### src/rtl/fetch_pkg.sv
`default_nettype none
// +----------------------------------------------------------------------+
// | fetch_pkg : shared types and constants for the instruction fetch stage |
// | Revision  : 1.0                                                        |
// +----------------------------------------------------------------------+
package fetch_pkg;

  typedef enum logic [2:0] {
    ST_RESET  = 3'd0,
    ST_FETCH  = 3'd1,
    ST_HOLD   = 3'd2,
    ST_HALTED = 3'd3,
    ST_ERROR  = 3'd4
  } fetch_state_e;

  localparam int unsigned INSTR_BYTES = 4;
  localparam logic [31:0] NOP_INSTR   = 32'h0000_0000;
  localparam int unsigned CNT_WIDTH   = 8;

endpackage
`default_nettype wire

### src/rtl/instruction_fetch_if.sv
`default_nettype none
// +----------------------------------------------------------------------+
// | instruction_fetch_if : memory and control_unit bus of the fetch stage |
// | Revision             : 1.0                                            |
// +----------------------------------------------------------------------+
interface instruction_fetch_if #(
  parameter int SIZE     = 32,
  parameter int PC_WIDTH = 32
);
  logic                imem_req;
  logic [PC_WIDTH-1:0] imem_addr;
  logic                imem_ack;
  logic [SIZE-1:0]     imem_data;
  logic [SIZE-1:0]     instruction;
  logic                instr_valid;
  logic                instr_taken;
  logic                branch_en;
  logic [PC_WIDTH-1:0] branch_target;
  logic                halt;

  modport master (
    output imem_req, imem_addr, instruction, instr_valid,
    input  imem_ack, imem_data, instr_taken, branch_en, branch_target, halt
  );

  modport slave (
    input  imem_req, imem_addr, instruction, instr_valid,
    output imem_ack, imem_data, instr_taken, branch_en, branch_target, halt
  );
endinterface
`default_nettype wire

### src/rtl/fetch_pc_reg.sv
`default_nettype none
// +----------------------------------------------------------------------+
// | fetch_pc_reg : program counter with sequential/branch next-PC mux      |
// | Revision     : 1.0                                                     |
// +----------------------------------------------------------------------+
module fetch_pc_reg
  import fetch_pkg::*;
#(
  parameter int                  PC_WIDTH = 32,
  parameter logic [PC_WIDTH-1:0] RESET_PC = '0
) (
  input  wire logic                clk,
  input  wire logic                rst,
  input  wire logic                load_i,
  input  wire logic                branch_en_i,
  input  wire logic [PC_WIDTH-1:0] branch_target_i,
  output logic      [PC_WIDTH-1:0] pc_o
);

  logic [PC_WIDTH-1:0] pc_q;
  logic [PC_WIDTH-1:0] pc_d;
  logic [PC_WIDTH-1:0] seq_pc;
  logic [PC_WIDTH-1:0] branch_pc;
  logic [1:0]          unused_target_lsbs;

  // Sequential add wraps naturally at 2^PC_WIDTH; branch targets are word-aligned.
  assign seq_pc             = pc_q + PC_WIDTH'(INSTR_BYTES);
  assign branch_pc          = {branch_target_i[PC_WIDTH-1:2], 2'b00};
  assign unused_target_lsbs = branch_target_i[1:0];

  always_comb begin
    pc_d = pc_q;
    if (load_i) begin
      pc_d = branch_en_i ? branch_pc : seq_pc;
    end
  end

  always_ff @(posedge clk or posedge rst) begin
    if (rst) begin
      pc_q <= RESET_PC;
    end else begin
      pc_q <= pc_d;
    end
  end

  assign pc_o = pc_q;

endmodule
`default_nettype wire

### src/rtl/instruction_fetch.sv
`default_nettype none
// +----------------------------------------------------------------------+
// | instruction_fetch : PC owner, req/ack fetch FSM and instruction reg    |
// | Revision          : 1.0                                                |
// +----------------------------------------------------------------------+
module instruction_fetch
  import fetch_pkg::*;
#(
  parameter int                  SIZE     = 32,
  parameter int                  PC_WIDTH = 32,
  parameter logic [PC_WIDTH-1:0] RESET_PC = '0,
  parameter int unsigned         TIMEOUT  = 15
) (
  input  wire logic                 clk,
  input  wire logic                 rst,
  instruction_fetch_if.master       bus,
  output logic      [PC_WIDTH-1:0]  pc_o,
  output logic                      fetch_error_o
);

  localparam logic [CNT_WIDTH-1:0] TIMEOUT_CNT = CNT_WIDTH'(TIMEOUT);

  fetch_state_e         state_q;
  fetch_state_e         state_d;
  logic [CNT_WIDTH-1:0] wait_cnt_q;
  logic [CNT_WIDTH-1:0] wait_cnt_d;
  logic [SIZE-1:0]      instr_q;
  logic [SIZE-1:0]      instr_d;
  logic                 pc_load;
  logic [PC_WIDTH-1:0]  pc;

  fetch_pc_reg #(
    .PC_WIDTH (PC_WIDTH),
    .RESET_PC (RESET_PC)
  ) u_pc_reg (
    .clk             (clk),
    .rst             (rst),
    .load_i          (pc_load),
    .branch_en_i     (bus.branch_en),
    .branch_target_i (bus.branch_target),
    .pc_o            (pc)
  );

  always_comb begin
    state_d    = state_q;
    wait_cnt_d = wait_cnt_q;
    instr_d    = instr_q;
    pc_load    = 1'b0;
    case (state_q)
      ST_RESET: begin
        state_d = ST_FETCH;
      end
      ST_FETCH: begin
        // Ack wins even on the last permitted wait cycle.
        if (bus.imem_ack) begin
          instr_d    = bus.imem_data;
          wait_cnt_d = '0;
          state_d    = ST_HOLD;
        end else if (wait_cnt_q >= TIMEOUT_CNT) begin
          state_d = ST_ERROR;
        end else begin
          wait_cnt_d = wait_cnt_q + 1'b1;
        end
      end
      ST_HOLD: begin
        if (bus.instr_taken) begin
          pc_load = 1'b1;
          state_d = bus.halt ? ST_HALTED : ST_FETCH;
        end
      end
      ST_HALTED: state_d = ST_HALTED;
      ST_ERROR:  state_d = ST_ERROR;
      default:   state_d = ST_ERROR;
    endcase
  end

  always_ff @(posedge clk or posedge rst) begin
    if (rst) begin
      state_q    <= ST_RESET;
      wait_cnt_q <= '0;
      instr_q    <= SIZE'(NOP_INSTR);
    end else begin
      state_q    <= state_d;
      wait_cnt_q <= wait_cnt_d;
      instr_q    <= instr_d;
    end
  end

  assign bus.imem_req    = (state_q == ST_FETCH);
  assign bus.imem_addr   = pc;
  assign bus.instruction = instr_q;
  assign bus.instr_valid = (state_q == ST_HOLD);
  assign pc_o            = pc;
  assign fetch_error_o   = (state_q == ST_ERROR);

endmodule
`default_nettype wire
### src/flat_wrapper.sv
// flat-port wrapper written by rule: the top's interface ports become plain ports
module instruction_fetch_flat import fetch_pkg::*;
#(
  parameter int                  SIZE     = 32,
  parameter int                  PC_WIDTH = 32,
  parameter logic [PC_WIDTH-1:0] RESET_PC = '0,
  parameter int unsigned         TIMEOUT  = 15
)
  (clk, rst, pc_o, fetch_error_o, bus_imem_req, bus_imem_addr, bus_instruction, bus_instr_valid, bus_imem_ack, bus_imem_data, bus_instr_taken, bus_branch_en, bus_branch_target, bus_halt);
  instruction_fetch_if #(.SIZE(SIZE), .PC_WIDTH(PC_WIDTH)) bus_i ();
  input  wire logic clk;
  input  wire logic rst;
  output logic      [PC_WIDTH-1:0] pc_o;
  output logic fetch_error_o;
  output wire logic [$bits(bus_i.imem_req)-1:0] bus_imem_req;
  output wire logic [$bits(bus_i.imem_addr)-1:0] bus_imem_addr;
  output wire logic [$bits(bus_i.instruction)-1:0] bus_instruction;
  output wire logic [$bits(bus_i.instr_valid)-1:0] bus_instr_valid;
  input wire logic [$bits(bus_i.imem_ack)-1:0] bus_imem_ack;
  input wire logic [$bits(bus_i.imem_data)-1:0] bus_imem_data;
  input wire logic [$bits(bus_i.instr_taken)-1:0] bus_instr_taken;
  input wire logic [$bits(bus_i.branch_en)-1:0] bus_branch_en;
  input wire logic [$bits(bus_i.branch_target)-1:0] bus_branch_target;
  input wire logic [$bits(bus_i.halt)-1:0] bus_halt;
  assign bus_imem_req = bus_i.imem_req;
  assign bus_imem_addr = bus_i.imem_addr;
  assign bus_instruction = bus_i.instruction;
  assign bus_instr_valid = bus_i.instr_valid;
  assign bus_i.imem_ack = bus_imem_ack;
  assign bus_i.imem_data = bus_imem_data;
  assign bus_i.instr_taken = bus_instr_taken;
  assign bus_i.branch_en = bus_branch_en;
  assign bus_i.branch_target = bus_branch_target;
  assign bus_i.halt = bus_halt;
  instruction_fetch #(.SIZE(SIZE), .PC_WIDTH(PC_WIDTH), .RESET_PC(RESET_PC), .TIMEOUT(TIMEOUT)) u_core (.clk(clk), .rst(rst), .bus(bus_i), .pc_o(pc_o), .fetch_error_o(fetch_error_o));
endmodule
### config.mk
export PLATFORM = sky130hd
export DESIGN_NAME = instruction_fetch_flat
export DESIGN_NICKNAME = d
export VERILOG_FILES = /design/src/rtl/fetch_pkg.sv /design/src/rtl/instruction_fetch_if.sv /design/src/rtl/fetch_pc_reg.sv /design/src/rtl/instruction_fetch.sv /design/src/flat_wrapper.sv
export SDC_FILE = /design/constraint.sdc
export NUM_CORES = 1
export LEC_CHECK = 0
export CORE_MARGIN = 1
export CORE_UTILIZATION = 30
export DETAILED_ROUTE_END_ITERATION = 12
export PLACE_DENSITY = 0.61
export RECOVER_POWER = 100
export SYNTH_ARGS = -nofsm -noshare
export SYNTH_HDL_FRONTEND = slang
export SYNTH_SLANG_ARGS = --single-unit
### constraint.sdc
create_clock -name clk -period 2.9 [get_ports clk]
set_clock_uncertainty 0.15 [all_clocks]
set_input_delay 0.87 -clock clk [delete_from_list [all_inputs] [get_ports clk]]
set_output_delay 0.87 -clock clk [all_outputs]
set_load 0.02 [all_outputs]
Word level (Yosys, flattened, before mapping)
Index checks and enable logic that the tools add are counted.
- add/subtract/negate cells: 2
- magnitude comparators: 1
- eq/ne operators: 7
- muxes and demuxes: 10
- reductions and logical operators: 4
- operator list (operator ; number):
    32-bit by 3-bit adder with 32-bit output (second input constant) ; 1
    32-bit 2-to-1 mux ; 1
    8-bit 2-to-1 mux ; 2
    3-bit one-hot mux with 4 select lines ; 1
    3-bit 2-to-1 mux ; 3
    8-bit by 1-bit adder with 8-bit output (second input constant) ; 1
    8-bit by 4-bit >= comparator with 1-bit output (second input constant) ; 1
    3-bit by 2-bit == test with 1-bit output (second input constant) ; 2
    2-bit AND reduction ; 3
    3-bit by 1-bit == test with 1-bit output (second input constant) ; 1
    3-bit == test (second input constant) ; 1
    3-bit zero test ; 1
    3-bit by 1-bit != test with 1-bit output (second input constant) ; 1
    1-bit 2-to-1 mux ; 2
    2-bit 2-to-1 mux ; 1
    2-bit by 1-bit != test with 1-bit output (second input constant) ; 1
    2-bit != test (second input constant) ; 1
- register bits: 75
- input port bits: 70
- output and inout bits: 99
- word-level logic and storage cells: 28

Depth between registers and ports, before layout
- word-level depth: 4
- depth in mapped cells: 7
- depth with buffers taken out: 6

Modules after synthesis
Synthesis repeated with hierarchy kept, for this count alone.
- cells, all modules: 411
- area, all modules: 4179.0 sq um
- by module, submodules not included (module ; instances ; cells each ; area an instance (sq um) ; seq. area each (sq um)):
    fetch_pc_reg ; 1 ; 259 ; 2157.1 ; 750.7
    instruction_fetch ; 1 ; 152 ; 2021.9 ; 1076.0

Worst setup path after synthesis
No wires, ideal clock.
- kind: input -> register
- from: input bus_branch_en
- to: register u_core.u_pc_reg.pc_q[3] (netlist: u_core.u_pc_reg.pc_o[3])
- library setup time: 0.137 ns
- arrival: 1.858 ns
- required time: 2.613 ns
- setup slack: 0.755 ns
- stages: 5
- buffers on the path: 3
- cells stage by stage: buf_2 -> clkbuf_1 -> buf_1 -> mux2i_1 -> a21oi_1
- word-level cells in the longest chain between the ends: 1
- ends and longest elaborated chain (item ; RTL line ; source):
    start, declared ; flat_wrapper.sv:22 ; input wire logic [$bits(bus_i.branch_en)-1:0] bus_branch_en;
    32-bit 2-to-1 mux ; fetch_pc_reg.sv:34 ; pc_d = branch_en_i ? branch_pc : seq_pc;
    end signal, assigned ; fetch_pc_reg.sv:42 ; pc_q <= pc_d;
    end, declared ; fetch_pc_reg.sv:20 ; logic [PC_WIDTH-1:0] pc_q;
No other way between the ends.
A chain may end at the register's enable or synchronous reset.

Worst setup path in the final report
- from: register u_core.state_q[1]
- to: output bus_instr_valid
- word-level cells in the longest chain between the ends: 1
- ends and longest elaborated chain (item ; RTL line ; source):
    start, declared ; instruction_fetch.sv:23 ; fetch_state_e state_q;
    start signal, assigned ; instruction_fetch.sv:83 ; state_q <= state_d;
    3-bit by 2-bit == test with 1-bit output ; instruction_fetch.sv:92 ; assign bus.instr_valid = (state_q == ST_HOLD);
    end, declared ; flat_wrapper.sv:18 ; output wire logic [$bits(bus_i.instr_valid)-1:0] bus_instr_valid;
No other way between the ends.

==> flow_metrics.tcl <==
set metrics [dict create \
    outcome "completed" \
    yosys.cell_types.count 60 \
    min_period_ps 2808 \
    clk_latency_ps 340 \
    finalSetupTns_ps 0 \
    critical_path.max_stage_delay_ps 710 \
    clockRootBuffer "clkbuf_16" \
    dieArea_um2 13730 \
    grt_max_degree 42 \
    ys.warnings.count 0 \
    start_kind "register" \
    hp-class "reg -> reg" \
    ys_ff_latch 73 \
    area_growth_syn_to_layout_pct 46.02 \
    antenna_found_initial 1 \
    ctsLongestPathBuffers 2 \
    num_rows 41 \
    numCtsBuffers 9 \
    vias 3585 \
    die_y_um 117.2 \
    vdd_drop_max_v 0.0004846 \
    hold_depth 1 \
    hold_violations 0 \
    initial_core_util_pct 31.16 \
    synth_area_leaders "dfrtp_1, mux2_2, buf_4" \
    slew_violations 0 \
    fp.dieW_um 117.2 \
    worst_r2r_endpoint "u_core.u_pc_reg.pc_o[20]" \
    critPathKind "reg -> out" \
    post_cts_buffers 0 \
    slowest_stage "dlygate4sd3_1" \
    ff2ff_setup_slack_ps 390 \
    gp_congestion 0.8203 \
    synthCells 404 \
    ff2ff_path_depth 6 \
    whs_endpoint "u_core.wait_cnt_q[3]" \
    seq_area_frac_synth_pct 45.90 \
    crit_chain "nor3b_2 > dlygate4sd3_1" \
    yosysTopAreaCell "dfrtp_1" \
    worstPathRequired_ps 1880 \
    async_flop_share_pct 100.0 \
    overflow 0 \
    period_share_pct 96.83 \
    port_buffers 162 \
    route.detailed.drc 0 \
    clock_sinks 73 \
    drive_gt1_share_pct 12.45 \
    synth_edf_count 0 \
    r2r_start "u_core.u_pc_reg.pc_o[2]" \
    track_usage_pct 17.33 \
    final_nets 606 \
    hold_start "u_core.wait_cnt_q[3]" \
    grt_pass1_wl_um 17750 \
    slew_headroom_pct 26.49 \
    ys.flop_type "dfrtp_1" \
    dp_hpwl_um 8204 \
    crit_fanout 7 \
    critPathTopFamily "buffers and inverters" \
    wl_per_cell_um 15.88 \
    drt-initial-drc-count 181 \
    clk_pin_slew_ps 60 \
    setup-violations-final 0 \
    p_leak_nw 2.457 \
    postCtsResizedCells 0 \
    ios 169 \
    utilization_pct 45.50 \
    maxCapViolations 0 \
    rsz0062_at_grt "false" \
    synth_top_area_share_pct 45.90 \
    arrival_ps 1790 \
    cts_max_level 3 \
    firstDrtPassIters 4 \
    synth_area_per_cell_um2 9.852 \
    cp-end-kind "output pin" \
    ant_nets 0 \
    via_per_inst 5.042 \
    worst-path-buf-inv 1 \
    coreArea_um2 12770 \
    cts_tree "built" \
    p_per_area_nw_per_um2 751.0 \
    synth_area_um2 3980 \
    grt_pass1_vias 3550 \
    worst_pin_slew_ps 1103 \
    drt-total-wl_um 11290 \
    fmax_mhz 356.1 \
    cts-hold-fix-buffers 0 \
]
-- kinds of logic after synthesis --
logic type,synth area share (%)
AO/OA/AOI/OAI,16.72
other,0.09422
flip-flops,45.90
multiplexers,9.588
buffers and inverters,10.09
AND/OR/NAND/NOR,16.98
adder cells (fa/ha/maj),0.6286
-- sequential cells by signal (all words and copies together), names as in the netlist --
name                    cells
u_core.bus.instruction     32
u_core.u_pc_reg.pc_o       30
u_core.wait_cnt_q           8
u_core.state_q              3
-- final cells by class --
cell class / instances / area [um^2]
Fill cell: 1209 / 6962
Tap cell: 172 / 215.2
Clock inverter: 3 / 17.52
Multi-Input combinational cell: 269 / 1775
Clock buffer: 12 / 246.5
Sequential cell: 73 / 1827
Timing Repair Buffer: 174 / 1702
Antenna cell: 1 / 2.502
Inverter: 7 / 26.28
-- worst max path at each step --
stage,cells past startpoint,slack (ps),to,start
after floorplan,1,30,u_core.bus.instruction[0],rst
after global placement,6,150,u_core.u_pc_reg.pc_o[28],bus_instr_taken
after detailed placement,7,120,u_core.u_pc_reg.pc_o[27],bus_instr_taken
after CTS,2,30,bus_imem_req,u_core.state_q[0]
after global routing,6,30,u_core.u_pc_reg.pc_o[28],bus_instr_taken
final,2,90,bus_instr_valid,u_core.state_q[1]
-- routing by layer --
layer	vias up	track usage (%)	wire length, um
met1	1706	21.49	4834
met2	157	26.51	5138
met5	-	0	0
li1	1706	-	-
met3	16	6.128	1078
met4	0	9.114	238
-- stage by stage --
| stage | cell area, um^2 | cells | total power [mW] | hold WS [ps] | setup slack (ps) |
|---|---|---|---|---|---|
| 2_1_floorplan | 3991 | 407 | 2.602 | 294.8 | 26.73 |
| 3_3_place_gp | 5578 | 695 | 3.501 | 313.9 | 151.5 |
| 3_5_place_dp | 5578 | 695 | 3.536 | 318.3 | 123.7 |
| 4_1_cts | 5842 | 710 | 4.588 | 337.7 | 33.76 |
| 5_1_grt | 5809 | 710 | 4.624 | 348.5 | 25.38 |
| 6_report | 5812 | 711 | 4.365 | 333.7 | 91.82 |
-- placed cells by master (no fill, tap or decap), types with 5 or more instances in the layout --
| master | synthesis | routed |
|---|---|---|
| dlygate4sd3_1 | 0 | 97 |
| or3_1 | 5 | 5 |
| and3_1 | 5 | 5 |
| mux2_2 | 32 | 32 |
| a311oi_1 | 5 | 5 |
| clkdlybuf4s50_1 | 0 | 64 |
| clkbuf_16 | 0 | 9 |
| nand3_1 | 13 | 13 |
| dfrtp_1 | 73 | 73 |
| nor3_1 | 7 | 7 |
| o22ai_1 | 5 | 5 |
| inv_1 | 7 | 6 |
| nor2_1 | 29 | 29 |
| nand4_1 | 7 | 7 |
| nor4_1 | 7 | 7 |
| buf_4 | 38 | 5 |
| a21oi_1 | 31 | 31 |
| o21ai_0 | 32 | 32 |
| nand2_1 | 22 | 22 |
-- report_power, final --
part	switching [mW]	internal [mW]	total, mW
clock network	0.420	0.595	1.01
logic	0.866	0.849	1.72
registers	0.290	1.34	1.63
total	1.58	2.79	4.36
-- synth_stat cells (3+ instances only) --
library cell and number:
dfrtp_1 73, buf_4 38, mux2_2 32, o21ai_0 32
a21oi_1 31, nor2_1 29, nand2_1 22, nand3_1 13
clkbuf_1 11, and2_1 7, inv_1 7, nand4_1 7
nor3_1 7, nor4_1 7, a311oi_1 5, and3_1 5
buf_2 5, o22ai_1 5, or3_1 5, a31oi_1 4
a41o_1 4, nor2b_1 4, a22oi_1 3, o311ai_0 3
-- worst register-to-register path, cell delays in order (launching register included) --
cell,delay (ps)
dfrtp_1,450
ha_1,260
nand3_1,110
or2_0,400
nor4_1,670
a41oi_1,190
a21boi_0,160
(Power assumes the default switching activity.)
